$ cat config.mk
export PLATFORM = sky130hd
export DESIGN_NAME = traffic_light_sequencer
export DESIGN_NICKNAME = d
export VERILOG_FILES = /design/src/rtl/traffic_light_pkg.sv /design/src/rtl/traffic_light_blinker.sv /design/src/rtl/traffic_light_sequencer.sv
export SDC_FILE = /design/constraint.sdc
export NUM_CORES = 1
export LEC_CHECK = 0
export CORE_MARGIN = 2
export CORE_UTILIZATION = 60
export CTS_BUF_LIST = sky130_fd_sc_hd__clkbuf_2
export CTS_CLUSTER_SIZE = 24
export DETAILED_ROUTE_END_ITERATION = 6
export PLACE_DENSITY = 0.78
export SLEW_MARGIN = 20
export SYNTH_ARGS = -nofsm -noshare
export SYNTH_HDL_FRONTEND = slang
export SYNTH_SLANG_ARGS = --single-unit
export TNS_END_PERCENT = 1
$ cat constraint.sdc
create_clock -name clk -period 3.55 [get_ports clk]
set_clock_uncertainty 0.2 [all_clocks]
set_input_delay 0.71 -clock clk [delete_from_list [all_inputs] [get_ports clk]]
set_output_delay 0.71 -clock clk [all_outputs]
set_load 0.005 [all_outputs]
$ cat src/rtl/traffic_light_pkg.sv
// Shared definitions for the traffic-light sequencer: state encodings, lamp
// patterns and request bit positions, reused by software-visible status blocks.
package traffic_light_pkg;

    typedef enum logic [1:0] {
        ST_RED    = 2'd0,
        ST_GREEN  = 2'd1,
        ST_YELLOW = 2'd2,
        ST_FAULT  = 2'd3
    } tl_state_e;

    localparam int REQ_RED_BIT    = 0;
    localparam int REQ_YELLOW_BIT = 1;
    localparam int REQ_GREEN_BIT  = 2;

    // Requests use the same one-hot bit mapping as the lamp outputs.
    localparam logic [2:0] LAMP_OFF    = 3'b000;
    localparam logic [2:0] LAMP_RED    = 3'(1 << REQ_RED_BIT);
    localparam logic [2:0] LAMP_YELLOW = 3'(1 << REQ_YELLOW_BIT);
    localparam logic [2:0] LAMP_GREEN  = 3'(1 << REQ_GREEN_BIT);

    function automatic logic req_is_invalid(input logic [2:0] r);
        return (r[REQ_RED_BIT]    & r[REQ_YELLOW_BIT]) |
               (r[REQ_RED_BIT]    & r[REQ_GREEN_BIT])  |
               (r[REQ_YELLOW_BIT] & r[REQ_GREEN_BIT]);
    endfunction

endpackage

$ cat src/rtl/traffic_light_blinker.sv
// Fault-aspect blink generator: half-period counter plus toggle flop, restarted
// (blink on, counter cleared) on fault entry and frozen while disabled.
module traffic_light_blinker #(
    parameter int HALF_CYC = 25_000_000
) (
    input  logic clk,
    input  logic reset,
    input  logic clear_i,
    input  logic en_i,
    output logic blink_next_o
);

    localparam int CW = (HALF_CYC > 1) ? $clog2(HALF_CYC) : 1;
    localparam logic [CW-1:0] CNT_LAST = CW'(HALF_CYC - 1);

    logic [CW-1:0] cnt_q, cnt_d;
    logic          blink_q, blink_d;

    always_comb begin
        // NOTE: every always_comb output gets a default first so no path can infer a latch.
        cnt_d   = cnt_q;
        blink_d = blink_q;
        if (clear_i) begin
            cnt_d   = '0;
            blink_d = 1'b1;
        end else if (en_i) begin
            if (cnt_q == CNT_LAST) begin
                cnt_d   = '0;
                blink_d = ~blink_q;
            end else begin
                cnt_d = cnt_q + 1'b1;
            end
        end
    end

    // NOTE: sequential state uses non-blocking assignments so all flops update together.
    always_ff @(posedge clk) begin
        if (reset) begin
            cnt_q   <= '0;
            blink_q <= 1'b1;
        end else begin
            cnt_q   <= cnt_d;
            blink_q <= blink_d;
        end
    end

    // Exposed pre-register so the lamp register sees the same edge's value.
    assign blink_next_o = blink_d;

endmodule

$ cat src/rtl/traffic_light_sequencer.sv
// Safety sequencer between the lamp-request PIO and the physical lamps.
// Optional fault-entry counter port enabled by defining TL_SEQ_FAULT_COUNT_EN.
module traffic_light_sequencer
    import traffic_light_pkg::*;
#(
    parameter int MIN_DWELL_CYC  = 50_000_000,
    parameter int YELLOW_CYC     = 150_000_000,
    parameter int BLINK_HALF_CYC = 25_000_000
) (
    input  logic       clk,
    input  logic       reset,
    input  logic [2:0] req,
    output logic [2:0] lamp,
    output logic [1:0] state,
    output logic       fault
`ifdef TL_SEQ_FAULT_COUNT_EN
    ,
    output logic [7:0] fault_count
`endif
);

    localparam int CNT_MAX = ((MIN_DWELL_CYC > YELLOW_CYC) ? MIN_DWELL_CYC : YELLOW_CYC) - 1;
    localparam int DW      = $clog2(CNT_MAX) + 1;
    localparam logic [DW-1:0] DWELL_LAST  = DW'(MIN_DWELL_CYC - 1);
    localparam logic [DW-1:0] YELLOW_LAST = DW'(YELLOW_CYC - 1);
    localparam logic [DW-1:0] CNT_SAT     = DW'(CNT_MAX);

    tl_state_e     state_q, state_d;
    logic [DW-1:0] dwell_q, dwell_d;
    logic [2:0]    lamp_q, lamp_d;
    logic          fault_q;
    logic          dwell_ok;
    logic          fault_entry;
    logic          blink_next;

    assign dwell_ok    = (dwell_q >= DWELL_LAST);
    assign fault_entry = (state_d == ST_FAULT) && (state_q != ST_FAULT);

    // Malformed requests pre-empt every other transition, including the yellow timer.
    always_comb begin
        state_d = state_q;
        if (req_is_invalid(req)) begin
            state_d = ST_FAULT;
        end else begin
            unique case (state_q)
                ST_RED:    if (req == LAMP_GREEN && dwell_ok) state_d = ST_GREEN;
                ST_GREEN:  if ((req == LAMP_YELLOW || req == LAMP_RED) && dwell_ok) state_d = ST_YELLOW;
                ST_YELLOW: if (dwell_q == YELLOW_LAST) state_d = ST_RED;
                ST_FAULT:  if (req == LAMP_RED) state_d = ST_RED;
                default:   state_d = ST_RED;
            endcase
        end
    end

    always_comb begin
        if (state_d != state_q) begin
            dwell_d = '0;
        end else if (dwell_q != CNT_SAT) begin
            dwell_d = dwell_q + 1'b1;
        end else begin
            dwell_d = dwell_q;
        end
    end

    always_comb begin
        unique case (state_d)
            ST_RED:    lamp_d = LAMP_RED;
            ST_GREEN:  lamp_d = LAMP_GREEN;
            ST_YELLOW: lamp_d = LAMP_YELLOW;
            ST_FAULT:  lamp_d = blink_next ? LAMP_YELLOW : LAMP_OFF;
            default:   lamp_d = LAMP_RED;
        endcase
    end

    traffic_light_blinker #(
        .HALF_CYC (BLINK_HALF_CYC)
    ) u_blinker (
        .clk          (clk),
        .reset        (reset),
        .clear_i      (fault_entry),
        .en_i         (state_q == ST_FAULT),
        .blink_next_o (blink_next)
    );

    always_ff @(posedge clk) begin
        if (reset) begin
            state_q <= ST_RED;
            dwell_q <= '0;
            lamp_q  <= LAMP_RED;
            fault_q <= 1'b0;
        end else begin
            state_q <= state_d;
            dwell_q <= dwell_d;
            lamp_q  <= lamp_d;
            fault_q <= (state_d == ST_FAULT);
        end
    end

    assign lamp  = lamp_q;
    assign state = state_q;
    assign fault = fault_q;

`ifdef TL_SEQ_FAULT_COUNT_EN
    logic [7:0] fault_cnt_q;

    always_ff @(posedge clk) begin
        if (reset) begin
            fault_cnt_q <= '0;
        end else if (fault_entry && fault_cnt_q != 8'hFF) begin
            fault_cnt_q <= fault_cnt_q + 1'b1;
        end
    end

    assign fault_count = fault_cnt_q;
`endif

endmodule

Yosys cells after proc, flatten, opt, wreduce, memory -nomap -nowiden --
Cells that the tools add are included.
Word-level totals: register bits 61, bits of input ports 5, output and inout bits 6, logic and storage cells 49
Operators by class: add/sub/neg operators 2, $lt $le $gt $ge 1, equal/unequal tests 14, muxes and demuxes 12, bitwise operators 6, reductions and logical operators 8
Operators by type and width (number):
- 29-bit by 1-bit adder with 29-bit output (second input constant) | 1
- 29-bit by 28-bit equality test with 1-bit output (second input constant) | 1
- 29-bit by 26-bit greater-or-equal comparator with 1-bit output (second input constant) | 1
- 29-bit by 28-bit != test with 1-bit output (second input constant) | 1
- 25-bit by 1-bit adder with 25-bit output (second input constant) | 1
- 25-bit equality test (second input constant) | 1
- 25-bit 2-to-1 mux | 1
- 2-bit 2-to-1 mux | 6
- 3-bit one-hot mux with 4 select lines | 1
- 2-bit equality test (second input constant) | 4
- 2-bit one-hot mux with 4 select lines | 1
- 2-bit by 1-bit equality test with 1-bit output (second input constant) | 2
- 2-bit logical NOT | 2
- 2-bit OR reduction | 2
- 1-bit AND | 3
- 3-bit by 1-bit equality test with 1-bit output (second input constant) | 1
- 3-bit by 2-bit equality test with 1-bit output (second input constant) | 1
- 3-bit equality test (second input constant) | 1
- 1-bit logical AND | 3
- 1-bit 2-to-1 mux | 3
- 2-bit != test | 1
- 2-bit != test (second input constant) | 1
- 1-bit bitwise OR | 2
- 1-bit logical OR | 1
- 1-bit NOT | 1

Depth between registers and ports, before layout --
depth in word-level cells 11, mapped depth 9, depth with buffers taken out 7

Hierarchy --
A second synthesis with hierarchy kept.
Second synthesis, totals: cell total of the unflattened synthesis 360, area total of the unflattened synthesis 3056.7 um2
Modules (own cells, without submodules):
- traffic_light_sequencer | times used 1, cells each 219, area an instance 1826.8 um2, sequential area each 700.7 um2
- traffic_light_blinker | times used 1, cells each 141, area an instance 1229.9 um2, sequential area each 520.5 um2

Least setup slack after synthesis --
Ideal clock, no wire load.
path kind reg-to-reg, start point register dwell_q[17], end point register dwell_q[18], library setup time 115 ps, data arrival time 2446 ps, required time 3235 ps, slack 790 ps, cell stages (with the launch flop) 10, buffers on the path 3, period minus slack after synthesis 2760 ps, cells stage by stage dfxtp_1 > clkbuf_1 > or4b_1 > or4_1 > or3_1 > buf_2 > o41ai_4 > a31o_4 > buf_6 > nor2_1
Between the ends: word-level cells in the longest chain between the ends 7, elaborated cells between the ends (all ways) 13, classes of those cells 1 x add/sub; 1 x order compare; 3 x eq/ne; 5 x mux; 3 x reduce/logical
RTL lines:
- start, declared | RTL line traffic_light_sequencer.sv:29 | logic [DW-1:0] dwell_q, dwell_d;
- start signal, assigned | RTL line traffic_light_sequencer.sv:93 | dwell_q <= dwell_d;
- 29-bit by 26-bit greater-or-equal comparator with 1-bit output | RTL line traffic_light_sequencer.sv:36 | assign dwell_ok = (dwell_q >= DWELL_LAST);
- 1-bit logical AND, on equally long branches | RTL line traffic_light_sequencer.sv:47, traffic_light_sequencer.sv:46
- 2-bit 2-to-1 mux, on equally long branches | RTL line traffic_light_sequencer.sv:47, traffic_light_sequencer.sv:46
- 2-bit one-hot mux with 4 select lines | RTL line traffic_light_sequencer.sv:45 | unique case (state_q)
- 2-bit 2-to-1 mux | RTL line traffic_light_sequencer.sv:42 | if (req_is_invalid(req)) begin
- 2-bit != test | RTL line traffic_light_sequencer.sv:56 | if (state_d != state_q) begin
- 2-bit OR reduction (no line)
Parallel ways exist; a longest one is shown, timed or not. A chain may end at the register's enable or synchronous reset.

Final worst setup path --
start point register dwell_q[7], end point register dwell_q[0]
The elaborated chain is that of the path after synthesis.

==> flow_metrics.env <==
export IMPL_whs_ns=0.319
export IMPL_globalRouteTotalUtil_pct=22.6
export IMPL_timing_rr_start="dwell_q[7]$_SDFFE_PP0N_"
export IMPL_grt_pass1_vias=2163
export IMPL_hold_path_class="reg2reg"
export IMPL_viasPerCell=5.66
export IMPL_die_h_microns=75.5
export IMPL_cts_buffers=9
export IMPL_ctsHoldBuffers=0
export IMPL_yosysWarnings=0
export IMPL_critical_path_class="reg2reg"
export IMPL_hold_path_startpoint="u_blinker.cnt_q[9]$_SDFFE_PP0P_"
export IMPL_drc=0
export IMPL_post_cts_buffers=0
export IMPL_seq_area_frac_synth_pct=39.9
export IMPL_start_util_pct=61.1
export IMPL_seqCellArea_sq_um=1220
export IMPL_yosysMostFrequentCell="nor2_1"
export IMPL_synthDistinctLibCells=51
export IMPL_core_area_sq_um=5010
export IMPL_die_area_sq_um=5690
export IMPL_cts_resized=0
export IMPL_synth_area_leader_cell="dfxtp_1"
export IMPL_setup_violations=0
export IMPL_synth_nets=372
export IMPL_clkTransAtPathRegs_ns=0.19
export IMPL_htree_levels=3
export IMPL_worstSetupStartpoint="dwell_q[7]$_SDFFE_PP0N_"
export IMPL_die_w_microns=75.5
export IMPL_hold_viol=0
export IMPL_cts_path_max_buffers=2
export IMPL_min_period_over_period_pct=84.1
export IMPL_dpl_worst_slack_ns=0.287
export IMPL_insertedDiodeCount=0
export IMPL_crit_arrival_ns=3.18
export IMPL_cts_root_buf="clkbuf_2"
export IMPL_synthFlopType="dfxtp_1"
export IMPL_async_flop_share_pct=0
export IMPL_drtIter0Drc=130
export IMPL_routed_wl_microns=6030
export IMPL_drtPass1Iterations=4
export IMPL_cp_start_kind="flop"
export IMPL_synth_top_area_share_pct=39.9
export IMPL_antenna_found_initial=0
export IMPL_netlist_area_sq_um=3060
export IMPL_io_buffers=10
export IMPL_netlist_instances=365
export IMPL_ys_top_cells_by_area="dfxtp_1 (40%), xor2_1 (8.9%), nor2_1 (7.7%)"
export IMPL_area_growth_syn_to_layout_pct=8.54
export IMPL_hpwl_microns=4260
export IMPL_io_pins=11
export IMPL_p_total_uw=1240
export IMPL_cp_required_ns=3.74
export IMPL_end_kind="flop"
export IMPL_grt_start_max_net_pins=25
export IMPL_clock_latency_ns=0.50
export IMPL_syn_avg_cell_area_sq_um=8.39
export IMPL_finalCriticalPeriod_ns=2.99
export IMPL_finalSetupTns_ns=0
export IMPL_ys_ff_latch=61
export IMPL_cts_tree="yes"
export IMPL_p_leak_uw=0.00111
export IMPL_nNetsFinal=381
export IMPL_synth_edf_count=0
export IMPL_multiInputGateArea_sq_um=1750
export IMPL_drv_cap=0
export IMPL_p_per_area_nw_per_um2=372
export IMPL_vias=2543
export IMPL_tightest_slew_ns=0.750
export IMPL_drive_gt1_share_pct=6.33
export IMPL_status="complete, no violations"
export IMPL_rows=26
export IMPL_drt_wirelength_per_cell_microns=13.4
export IMPL_grt_pass1_wl_microns=9800
export IMPL_cts_sinks=61
export IMPL_irDropWorstVdd_mv=0.243
export IMPL_finalMaxSlewViolations=0
export IMPL_final_antenna_net_count=0
export IMPL_gp_congestion=0.881
export IMPL_path_max_fanout=24
export IMPL_slew_limit_headroom_pct=49.5
export IMPL_fillerInstances=435
export IMPL_rsz0062_at_grt="false"
export IMPL_fin_ws_ns=0.565
export IMPL_gr_total_overflow=0
export IMPL_netlist_top_cells_count="nor2_1 (63), dfxtp_1 (61), xor2_1 (31)"
export IMPL_max_freq_mhz=335
report_power, final:
group | switching [uW] | total (uW) | internal, uW
combinational | 48.1 | 87.6 | 39.5
sequential | 12.3 | 707 | 695
clock | 277 | 441 | 164
total | 337 | 1240 | 898
cell families (layout without fill, tap and decap cells):
| logic type | count (synthesis) | in the layout | synth area share, % |
|---|---|---|---|
| buffers and inverters | 19 | 33 | 2.86 |
| xor gates and xnor gates | 49 | 49 | 14.0 |
| DFF | 61 | 61 | 39.9 |
| AOI/OAI and AO/OA | 36 | 36 | 8.99 |
| muxes | 2 | 2 | 0.654 |
| and+or+nand+nor | 195 | 195 | 32.5 |
| adders and majority gates | 3 | 3 | 1.14 |
worst max-delay path, stage by stage (launching register included):
cell	delay, ns
dfxtp_1	0.39
or4_4	0.57
or4_1	0.54
or3_1	0.46
o41ai_4	0.26
a31o_4	0.36
nor2_1	0.10
final cells by class:
cell class	instances	area share, %
clock buffer	9	1.35
clock inverter	7	2.26
inverter	3	0.339
multi-input combinational	285	52.8
sequential	61	36.7
tap	70	2.63
timing repair buffer	14	3.91
per-stage QoR:
step | instance area (sq um) | cells | util (%)
final | 3320 | 449 | 66.4
after CTS | 3320 | 449 | 66.4
after global routing | 3320 | 449 | 66.4
after global placement | 3200 | 433 | 64.0
after floorplan | 3060 | 365 | -
after detailed placement | 3200 | 433 | 64.0
placed cells by master, fill, tap and decap left out, types with 7 or more instances in the layout:
master / instances
nor2_1: 63
dfxtp_1: 61
xor2_1: 31
nand2_1: 28
nand3_1: 26
xnor2_1: 18
nand4_1: 14
and3_1: 11
nor3_1: 11
clkdlybuf4s50_1: 10
a21oi_1: 9
clkbuf_2: 9
or3_1: 7
flip-flops by register name, indices dropped and copies added (netlist names):
| register | flops |
|---|---|
| dwell_q | 29 |
| fault | 1 |
| u_blinker.cnt_q | 25 |
| state | 2 |
| u_blinker.blink_q | 1 |
| lamp | 3 |
metal layers:
metal,global-route usage (%),up-vias,wire length [microns]
met4,11.7,0,123
met5,0,-,0
met2,32.3,61,2580
met1,32.2,1165,3050
met3,4.76,12,278
li1,-,1305,-
worst paths after layout:
kind | end | cells after the start | slack, ns
min | u_blinker.cnt_q[9]$_SDFFE_PP0P_ | 2 | 0.32
max reg2reg | dwell_q[0]$_SDFFE_PP0N_ | 6 | 0.56
max | dwell_q[0]$_SDFFE_PP0N_ | 6 | 0.56
min reg2reg | u_blinker.cnt_q[9]$_SDFFE_PP0P_ | 2 | 0.32
No activity file was read; power rests on OpenSTA's default activity.
